===== src/rtl/bus_arbiter.sv =====
// bus_arbiter: round-robin owner of the shared serial bus.
// One master wins at a time. Its target slave id and direction are latched when it wins.
// Grant and one-hot slave enables stay asserted until the addressed slave reports done.
// A one-cycle turnaround gap always follows the release of the bus.
// Optional build macro ARB_TIMEOUT_EN adds a BUSY watchdog that revokes a stuck grant.
module bus_arbiter #(
   parameter int N_MASTERS = 2,
   parameter int N_SLAVES  = 3,
   parameter int SID_W     = 2,
   parameter int TIMEOUT   = 4095
) (
   input  logic                       clk,
   input  logic                       reset,
   input  logic [N_MASTERS-1:0]       m_req,
   input  logic [N_MASTERS-1:0]       m_write,
   input  logic [N_MASTERS*SID_W-1:0] m_slave_id,
   input  logic [N_SLAVES-1:0]        s_done,
   output logic [N_MASTERS-1:0]       m_grant,
   output logic [N_SLAVES-1:0]        s_read_en,
   output logic [N_SLAVES-1:0]        s_write_en,
   output logic                       bus_busy,
   output logic                       decode_err,
   output logic                       timeout_err
);

   localparam int IDX_W = (N_MASTERS > 1) ? $clog2(N_MASTERS) : 1;

   // Reject configurations whose id field cannot address every slave
   if (((1 << SID_W) < N_SLAVES) || (TIMEOUT < 1)) begin : g_param_check
      $error("bus_arbiter: inconsistent parameters");
   end

   typedef enum logic [1:0] {
      ST_IDLE  = 2'd0,
      ST_GRANT = 2'd1,
      ST_BUSY  = 2'd2,
      ST_GAP   = 2'd3
   } state_e;

   state_e               state_q, state_d;
   logic [IDX_W-1:0]     ptr_q, ptr_d;
   logic [IDX_W-1:0]     idx_q, idx_d;
   logic                 write_q, write_d;
   logic [SID_W-1:0]     sid_q, sid_d;
   logic [N_MASTERS-1:0] grant_q, grant_d;
   logic [N_SLAVES-1:0]  rd_en_q, rd_en_d;
   logic [N_SLAVES-1:0]  wr_en_q, wr_en_d;
   logic                 busy_q, busy_d;
   logic                 dec_err_q, dec_err_d;
   logic                 tout_d;

   logic                 win_found_s;
   logic                 hit_s;
   logic [IDX_W-1:0]     win_idx_s;
   logic                 done_s;
   logic                 active_s;

`ifdef ARB_TIMEOUT_EN
   localparam int CNT_W = $clog2(TIMEOUT + 1);
   logic [CNT_W-1:0]     cnt_q, cnt_d, cnt_inc_s;
   logic                 tout_q;
`endif

   // Master index base+off, wrapped modulo N_MASTERS
   function automatic logic [IDX_W-1:0] wrap_add(input logic [IDX_W-1:0] base, input int off);
      int s;
      s = int'(base) + off;
      s = (s >= N_MASTERS) ? (s - N_MASTERS) : s;
      return IDX_W'(s);
   endfunction

   // True when the id addresses an existing slave
   function automatic logic sid_ok(input logic [SID_W-1:0] id);
      return (int'(id) < N_SLAVES);
   endfunction

   // One-hot master vector for an index
   function automatic logic [N_MASTERS-1:0] onehot_m(input logic [IDX_W-1:0] idx);
      logic [N_MASTERS-1:0] oh;
      for (int j = 0; j < N_MASTERS; j++) begin
         oh[j] = (int'(idx) == j);
      end
      return oh;
   endfunction

   // One-hot slave vector for an id; out-of-range ids give all zeros
   function automatic logic [N_SLAVES-1:0] onehot_s(input logic [SID_W-1:0] id);
      logic [N_SLAVES-1:0] oh;
      for (int j = 0; j < N_SLAVES; j++) begin
         oh[j] = (int'(id) == j);
      end
      return oh;
   endfunction

   // Round-robin search: first requester at or after the priority pointer
   always_comb begin
      win_found_s = 1'b0;
      win_idx_s   = '0;
      hit_s       = 1'b0;
      for (int k = 0; k < N_MASTERS; k++) begin
         hit_s       = m_req[wrap_add(ptr_q, k)] & ~win_found_s;
         win_idx_s   = hit_s ? wrap_add(ptr_q, k) : win_idx_s;
         win_found_s = win_found_s | hit_s;
      end
   end

   // Completion is only honoured from the slave that owns the transfer
   always_comb begin
      done_s = |(s_done & onehot_s(sid_q));
   end

`ifdef ARB_TIMEOUT_EN
   // Watchdog counts BUSY cycles and is held at zero outside BUSY
   always_comb begin
      cnt_inc_s = cnt_q + CNT_W'(1);
      cnt_d     = (state_q == ST_BUSY) ? cnt_inc_s : '0;
   end
`endif

   // Next-state logic, transfer latching and pointer advance
   always_comb begin
      state_d = state_q;
      ptr_d   = ptr_q;
      idx_d   = idx_q;
      write_d = write_q;
      sid_d   = sid_q;
      tout_d  = 1'b0;
      case (state_q)
         ST_IDLE: begin
            if (win_found_s) begin
               state_d = ST_GRANT;
               idx_d   = win_idx_s;
               write_d = m_write[win_idx_s];
               sid_d   = m_slave_id[int'(win_idx_s)*SID_W +: SID_W];
            end else begin
               state_d = ST_IDLE;
            end
         end
         ST_GRANT: begin
            if (sid_ok(sid_q)) begin
               state_d = ST_BUSY;
            end else begin
               state_d = ST_GAP;
            end
         end
         ST_BUSY: begin
            if (done_s) begin
               state_d = ST_GAP;
            end
`ifdef ARB_TIMEOUT_EN
            else if (cnt_inc_s == CNT_W'(TIMEOUT)) begin
               state_d = ST_GAP;
               tout_d  = 1'b1;
            end
`endif
            else begin
               state_d = ST_BUSY;
            end
         end
         ST_GAP: begin
            state_d = ST_IDLE;
            ptr_d   = (int'(idx_q) == (N_MASTERS - 1)) ? '0 : (idx_q + IDX_W'(1));
         end
         default: begin
            state_d = ST_IDLE;
         end
      endcase
   end

   // Output values for the state being entered, so the outputs come straight from registers
   always_comb begin
      active_s  = (state_d == ST_GRANT) || (state_d == ST_BUSY);
      grant_d   = active_s ? onehot_m(idx_d) : '0;
      rd_en_d   = (active_s && !write_d) ? onehot_s(sid_d) : '0;
      wr_en_d   = (active_s && write_d) ? onehot_s(sid_d) : '0;
      busy_d    = active_s;
      dec_err_d = (state_d == ST_GRANT) && !sid_ok(sid_d);
   end

   // State, latched transfer and registered outputs
   always_ff @(posedge clk or negedge reset) begin
      if (!reset) begin
         state_q   <= ST_IDLE;
         ptr_q     <= '0;
         idx_q     <= '0;
         write_q   <= 1'b0;
         sid_q     <= '0;
         grant_q   <= '0;
         rd_en_q   <= '0;
         wr_en_q   <= '0;
         busy_q    <= 1'b0;
         dec_err_q <= 1'b0;
      end else begin
         state_q   <= state_d;
         ptr_q     <= ptr_d;
         idx_q     <= idx_d;
         write_q   <= write_d;
         sid_q     <= sid_d;
         grant_q   <= grant_d;
         rd_en_q   <= rd_en_d;
         wr_en_q   <= wr_en_d;
         busy_q    <= busy_d;
         dec_err_q <= dec_err_d;
      end
   end

`ifdef ARB_TIMEOUT_EN
   // Watchdog counter and its expiry pulse
   always_ff @(posedge clk or negedge reset) begin
      if (!reset) begin
         cnt_q  <= '0;
         tout_q <= 1'b0;
      end else begin
         cnt_q  <= cnt_d;
         tout_q <= tout_d;
      end
   end
   assign timeout_err = tout_q;
`else
   assign timeout_err = 1'b0;
`endif

   assign m_grant    = grant_q;
   assign s_read_en  = rd_en_q;
   assign s_write_en = wr_en_q;
   assign bus_busy   = busy_q;
   assign decode_err = dec_err_q;

endmodule


===== config.mk =====
export PLATFORM = sky130hd
export DESIGN_NAME = bus_arbiter
export DESIGN_NICKNAME = d
export VERILOG_FILES = /design/src/rtl/bus_arbiter.sv
export SDC_FILE = /design/constraint.sdc
export NUM_CORES = 1
export LEC_CHECK = 0
export BUFFER_PORTS_ARGS = -buffer_cell sky130_fd_sc_hd__buf_2
export CAP_MARGIN = 10
export CORE_MARGIN = 5
export CORE_UTILIZATION = 43
export CTS_CLUSTER_DIAMETER = 200
export DETAILED_ROUTE_END_ITERATION = 10
export PLACE_DENSITY = 0.74
export SKIP_CTS_REPAIR_TIMING = 1
export SYNTH_ARGS = -nofsm -noshare
export SYNTH_HDL_FRONTEND = slang
export SYNTH_SLANG_ARGS = --single-unit

===== constraint.sdc =====
create_clock -name clk -period 1.62 [get_ports clk]
set_input_delay 0.081 -clock clk [delete_from_list [all_inputs] [get_ports clk]]
set_output_delay 0.081 -clock clk [all_outputs]
set_load 0.01 [all_outputs]

Yosys cells after proc, flatten, opt, wreduce, memory -nomap -nowiden
Cells that the tools add are included.
{"block": "op_classes", "n_mul": 0, "shift": 1, "magnitude_cmp": 7, "n_reduce_logical": 10, "mux": 24, "bitwise_logic": 5, "div": 0, "add_sub_neg": 4, "n_eq_ne": 9}
{"cell": "two-way mux 1 bit", "count": 18}
{"cell": "equality test 2 bit (second input constant)", "count": 7}
{"cell": "case mux 2 bit (4 select lines)", "count": 1}
{"cell": "logical NOT 2 bit", "count": 3}
{"cell": "less-than comparator 1 x 2 -> 1 bit (second input constant)", "count": 3}
{"cell": "two-way mux 2 bit", "count": 3}
{"cell": "two-way mux 3 bit", "count": 2}
{"cell": "equality test 2 x 1 -> 1 bit (second input constant)", "count": 2}
{"cell": "less-than comparator 2 bit (second input constant)", "count": 2}
{"cell": "indexed part select 4 x 3 -> 2 bit", "count": 1}
{"cell": "bitwise AND 3 bit", "count": 1}
{"cell": "logical AND 1 bit", "count": 3}
{"cell": "OR reduction 3 bit", "count": 1}
{"cell": "adder 1 x 1 -> 2 bit (second input constant)", "count": 1}
{"cell": ">= comparator 1 x 2 -> 1 bit (second input constant)", "count": 1}
{"cell": ">= comparator 2 bit (second input constant)", "count": 1}
{"cell": "logical NOT 1 bit", "count": 2}
{"cell": "inverter 1 bit", "count": 2}
{"cell": "subtractor 1 bit (second input constant)", "count": 2}
{"cell": "adder 1 bit (second input constant)", "count": 1}
{"cell": "bitwise AND 1 bit", "count": 1}
{"cell": "logical OR 1 bit", "count": 1}
{"cell": "bitwise OR 1 bit", "count": 1}
{"block": "word_totals", "rom_bits": 0, "reg_bits": 17, "out_inout_bits": 11, "elab_cells": 70, "ramBits": 0, "input_bits": 13, "latch_bits": 0, "mem_count": 0}

Logic depth before layout (Yosys ltp)
{"block": "depth", "word_depth": 14, "depth_mapped": 9, "ltp_nobuf": 9}

Worst setup path before layout
OpenSTA, ideal clock, no wires.
{"block": "synth_timing", "path_type": "register to register", "start": "reg state_q[0]", "end": "reg rd_en_q[1] (netlist: s_read_en[1])", "synth_period_minus_slack_ns": 1.771, "slack_ns": -0.151, "stages_incl_launch_ff": 9, "required_ns": 1.515, "setup_time_ns": 0.105, "arrival_time_ns": 1.666, "path_cell_list": "dfrtp_1 -> inv_1 -> ha_1 -> nand2_1 -> o21ai_0 -> a211oi_1 -> a21oi_1 -> ha_1 -> nor4b_1"}
{"block": "synth_via", "elab_chain_cells": 6}
{"item": "start, declared", "line": "40", "text": "state_e state_q, state_d;"}
{"item": "start signal, assigned", "line": "194", "text": "state_q <= state_d;"}
{"item": "equality test 2 bit, or another cell as far along", "line": "128", "text": "case (state_q)"}
{"item": "case mux 2 bit (4 select lines) *", "line": "128"}
{"item": "net state_d[0]", "line": "40"}
{"item": "equality test 2 x 1 -> 1 bit or equality test 2 bit (tied branches)", "line": "172", "text": "active_s = (state_d == ST_GRANT) || (state_d == ST_BUSY);"}
{"item": "logical OR 1 bit *", "line": "172"}
{"item": "logical AND 1 bit *", "line": "174", "text": "rd_en_d = (active_s && !write_d) ? onehot_s(sid_d) : '0;"}
{"item": "two-way mux 3 bit *", "line": "174"}
{"item": "net rd_en_d[1]", "line": "46", "text": "logic [N_SLAVES-1:0] rd_en_q, rd_en_d;"}
{"item": "end signal, assigned", "line": "200", "text": "rd_en_q <= rd_en_d;"}
{"item": "end, declared", "line": "46"}
The timed path passes the listed nets; every way through them passes the cells marked *.
A chain may end at the register's enable or synchronous reset.

Worst setup path in the final report
{"block": "layout_timing", "start": "reg state_q[1]", "end": "reg wr_en_q[1] (netlist: s_write_en[1])"}
{"block": "layout_via", "elab_chain_cells": 6}
{"item": "equality test 2 bit, or another cell as far along", "line": "128"}
{"item": "case mux 2 bit (4 select lines) *", "line": "128"}
{"item": "net state_d[0]", "line": "40"}
{"item": "equality test 2 x 1 -> 1 bit or equality test 2 bit (tied branches)", "line": "172"}
{"item": "logical OR 1 bit *", "line": "172"}
{"item": "logical AND 1 bit *", "line": "175", "text": "wr_en_d = (active_s && write_d) ? onehot_s(sid_d) : '0;"}
{"item": "two-way mux 3 bit *", "line": "175"}
{"item": "net wr_en_d[1]", "line": "47", "text": "logic [N_SLAVES-1:0] wr_en_q, wr_en_d;"}
{"item": "end signal, assigned", "line": "201", "text": "wr_en_q <= wr_en_d;"}
{"item": "end, declared", "line": "47"}
Marked as above.

==> flow_metrics.tcl <==
set metrics [dict create \
    status "complete, but fails checks" \
    violations "negative setup slack" \
    cts_buffers 3 \
    synth_compound_area_share_pct 12.1 \
    min_from "m_slave_id[3]" \
    synth_adder_area_share_pct 9.58 \
    antenna_found_initial 0 \
    peakVddDrop_mv 1.23 \
    ys_seq_area_share_pct 54.3 \
    synth_top_family_by_area "simple AND/OR/NAND/NOR gates" \
    grt_remaining_overflow 0 \
    yosysUniqueCellTypes 22 \
    layout_setup_ws_ps -179 \
    yosys_warnings 0 \
    min_path_cells 3 \
    netlist.area_leader.share_pct 54.3 \
    place_inst 119 \
    pre_cts_ws_ps -294 \
    cellPowerDensity_nw_per_um2 2250 \
    clockPowerShare_pct 8.6 \
    switching_power_uw 1030 \
    max_freq_ghz 0.556 \
    h-tree-depth 1 \
    synthCells 67 \
    yosys.area_share.simple_pct 18.4 \
    ys_seq_elements 17 \
    die_x_microns 52.7 \
    reg2reg_slack_ps -180 \
    finalWirelength_microns 1760 \
    clk_path_buf_depth 2 \
    pwr-share-comb_pct 63.6 \
    wl_met2_microns 914 \
    top_layer "met4" \
    synth_xor_area_share_pct 0 \
    min_to "sid_q[1]" \
    drc 0 \
    drt_iter0_drc 7 \
    fillers 135 \
    portBuffers 22 \
    timing.final.crit_share_pct 111 \
    wl_met1_microns 749 \
    clock_latency_ps 290 \
    regArea_sq_um 425 \
    crit_arrival_ps 1980 \
    seqPwrFrac_pct 27.9 \
    reg2reg_depth 8 \
    fin_setup_tns_ps -1030 \
    vias_per_cell 4.86 \
    endpoint_kind "flop" \
    yosysTopAreaCell "dfrtp_1" \
    grt_pass1_wl_microns 2590 \
    route.vias.total 622 \
    instances_no_fill 128 \
    drt_first_pass_iters 4 \
    die_h_microns 52.7 \
    synth_nets 86 \
    setup_viol 9 \
    dr_wl_met3_microns 87 \
    drive_gt1_share_pct 58.3 \
    cp-start-kind "flop" \
    max-cap-violations 0 \
    ant_nets 0 \
    holdWs_ps 208 \
    slew_viol_final 0 \
    rows 15 \
    syn_avg_cell_area_sq_um 11.7 \
    io_pins 24 \
    cp_max_fo 8 \
    timing.rr.end "s_write_en[1]" \
    cts_tree "done" \
    grt_setup_unrepaired "yes" \
    multi_input_area_sq_um 434 \
    synth_commonest_cells "dfrtp_1, ha_1, inv_1, nor2_1, o21ai_0" \
    reg2reg_from "state_q[1]" \
    p_leak_uw 0.000553 \
    hp-class "in2reg" \
    hold_viol_final 0 \
    grt_max_degree 18 \
    yosys-mux-area-fraction_pct 1.28 \
    total_power_uw 2560 \
    die_area_sq_um 2780 \
    syn_area_sq_um 783 \
    ys_dominant_reg_cell "dfrtp_1" \
    synth_most_common_cell "dfrtp_1" \
    worstSetupPathType "reg2reg" \
    grt_pass1_vias 593 \
    gp_congestion 0.702 \
    nets 123 \
    crit_required_ps 1800 \
    p_int_uw 1530 \
    p_sw_share_pct 40.4 \
    synth_edf_count 0 \
    dp_hpwl_microns 1170 \
    grt_usage_pct 12.7 \
    area_growth_pct 45.5 \
    wire_per_inst_microns 13.8 \
    root_buffer "clkbuf_4" \
    post-route-min-period_ps 1800 \
    async_flop_share_pct 100 \
    clock_sinks 17 \
    insertedDiodeCount 0 \
    clock-skew-final_ps 7.31 \
    cts.clk_slew.worst_paths_ps 100 \
    start_util_pct 45.4 \
    synth_area_leaders "dfrtp_1, ha_1, a31oi_2" \
    core_sq_um 1730 \
]
## layout make-up
class                      instances  share of cell area (%)
tap                               25                    2.74
clock buffer                       3                    1.98
multi-input combinational         43                    38.1
inverter                           6                    1.98
clock inverter                     1                   0.439
sequential                        17                    37.3
timing repair buffer              33                    17.5
## worst max-delay path, stage by stage (launching register included)
cell,delay (ps)
dfrtp_1,420
inv_2,70
ha_1,180
nand2_1,70
o21ai_2,50
a211oi_2,230
a21oi_2,90
ha_4,340
and4bb_2,240
## through the flow
step	utilization [%]	instance area, sq um
final	66.0	1140
after global routing	66.0	1140
after CTS	58.7	1010
after detailed placement	57.1	986
after global placement	57.1	986
after floorplan	-	807
## how the worst max path moves through the flow
stage               startpoint            end
CTS                 state_q[0]   s_read_en[0]
finish              state_q[1]  s_write_en[1]
floorplan           state_q[0]  s_write_en[2]
global route        state_q[1]  s_write_en[2]
global placement    state_q[0]   s_read_en[0]
detailed placement  state_q[0]   s_read_en[0]
## cell families after synthesis
| logic type | count (synthesis) |
|---|---|
| buffers and inverters | 7 |
| adder cells (fa/ha/maj) | 6 |
| flip-flops | 17 |
| other | 1 |
| AO/OA/AOI/OAI | 12 |
| AND/OR/NAND/NOR | 23 |
| multiplexers | 1 |
## layout by cell type (no fill, tap or decap), drive strengths merged, types with 2 or more instances in the layout
cell type  instances
nand3              4
a31oi              3
clkbuf             3
dfrtp             17
buf               32
inv                6
o21ai              5
a21oi              2
nor4b              3
nor2               6
nand2              2
and4bb             2
ha                 6
## power groups by stage
stage                     clock network [uW]  registers [uW]  logic [uW]
after floorplan                            0             743         687
after global placement                     0             701        1100
after detailed placement                   0             707        1130
after CTS                                222             699        1130
after global routing                     245             733        1790
final                                    219             713        1630
## flip-flops by register name, indices dropped and copies added, names as in the netlist
name        cells
s_read_en       3
s_write_en      3
m_grant         2
sid_q           2
state_q         2
bus_busy        1
decode_err      1
idx_q           1
ptr_q           1
write_q         1
## metal layers
layer / vias to the layer above / global-route usage, %
li1: 302 / -
met1: 299 / 14.7
met2: 19 / 22.3
met3: 2 / 1.14
met4: 0 / 7.66
met5: - / 0
(Power assumes the default switching activity.)
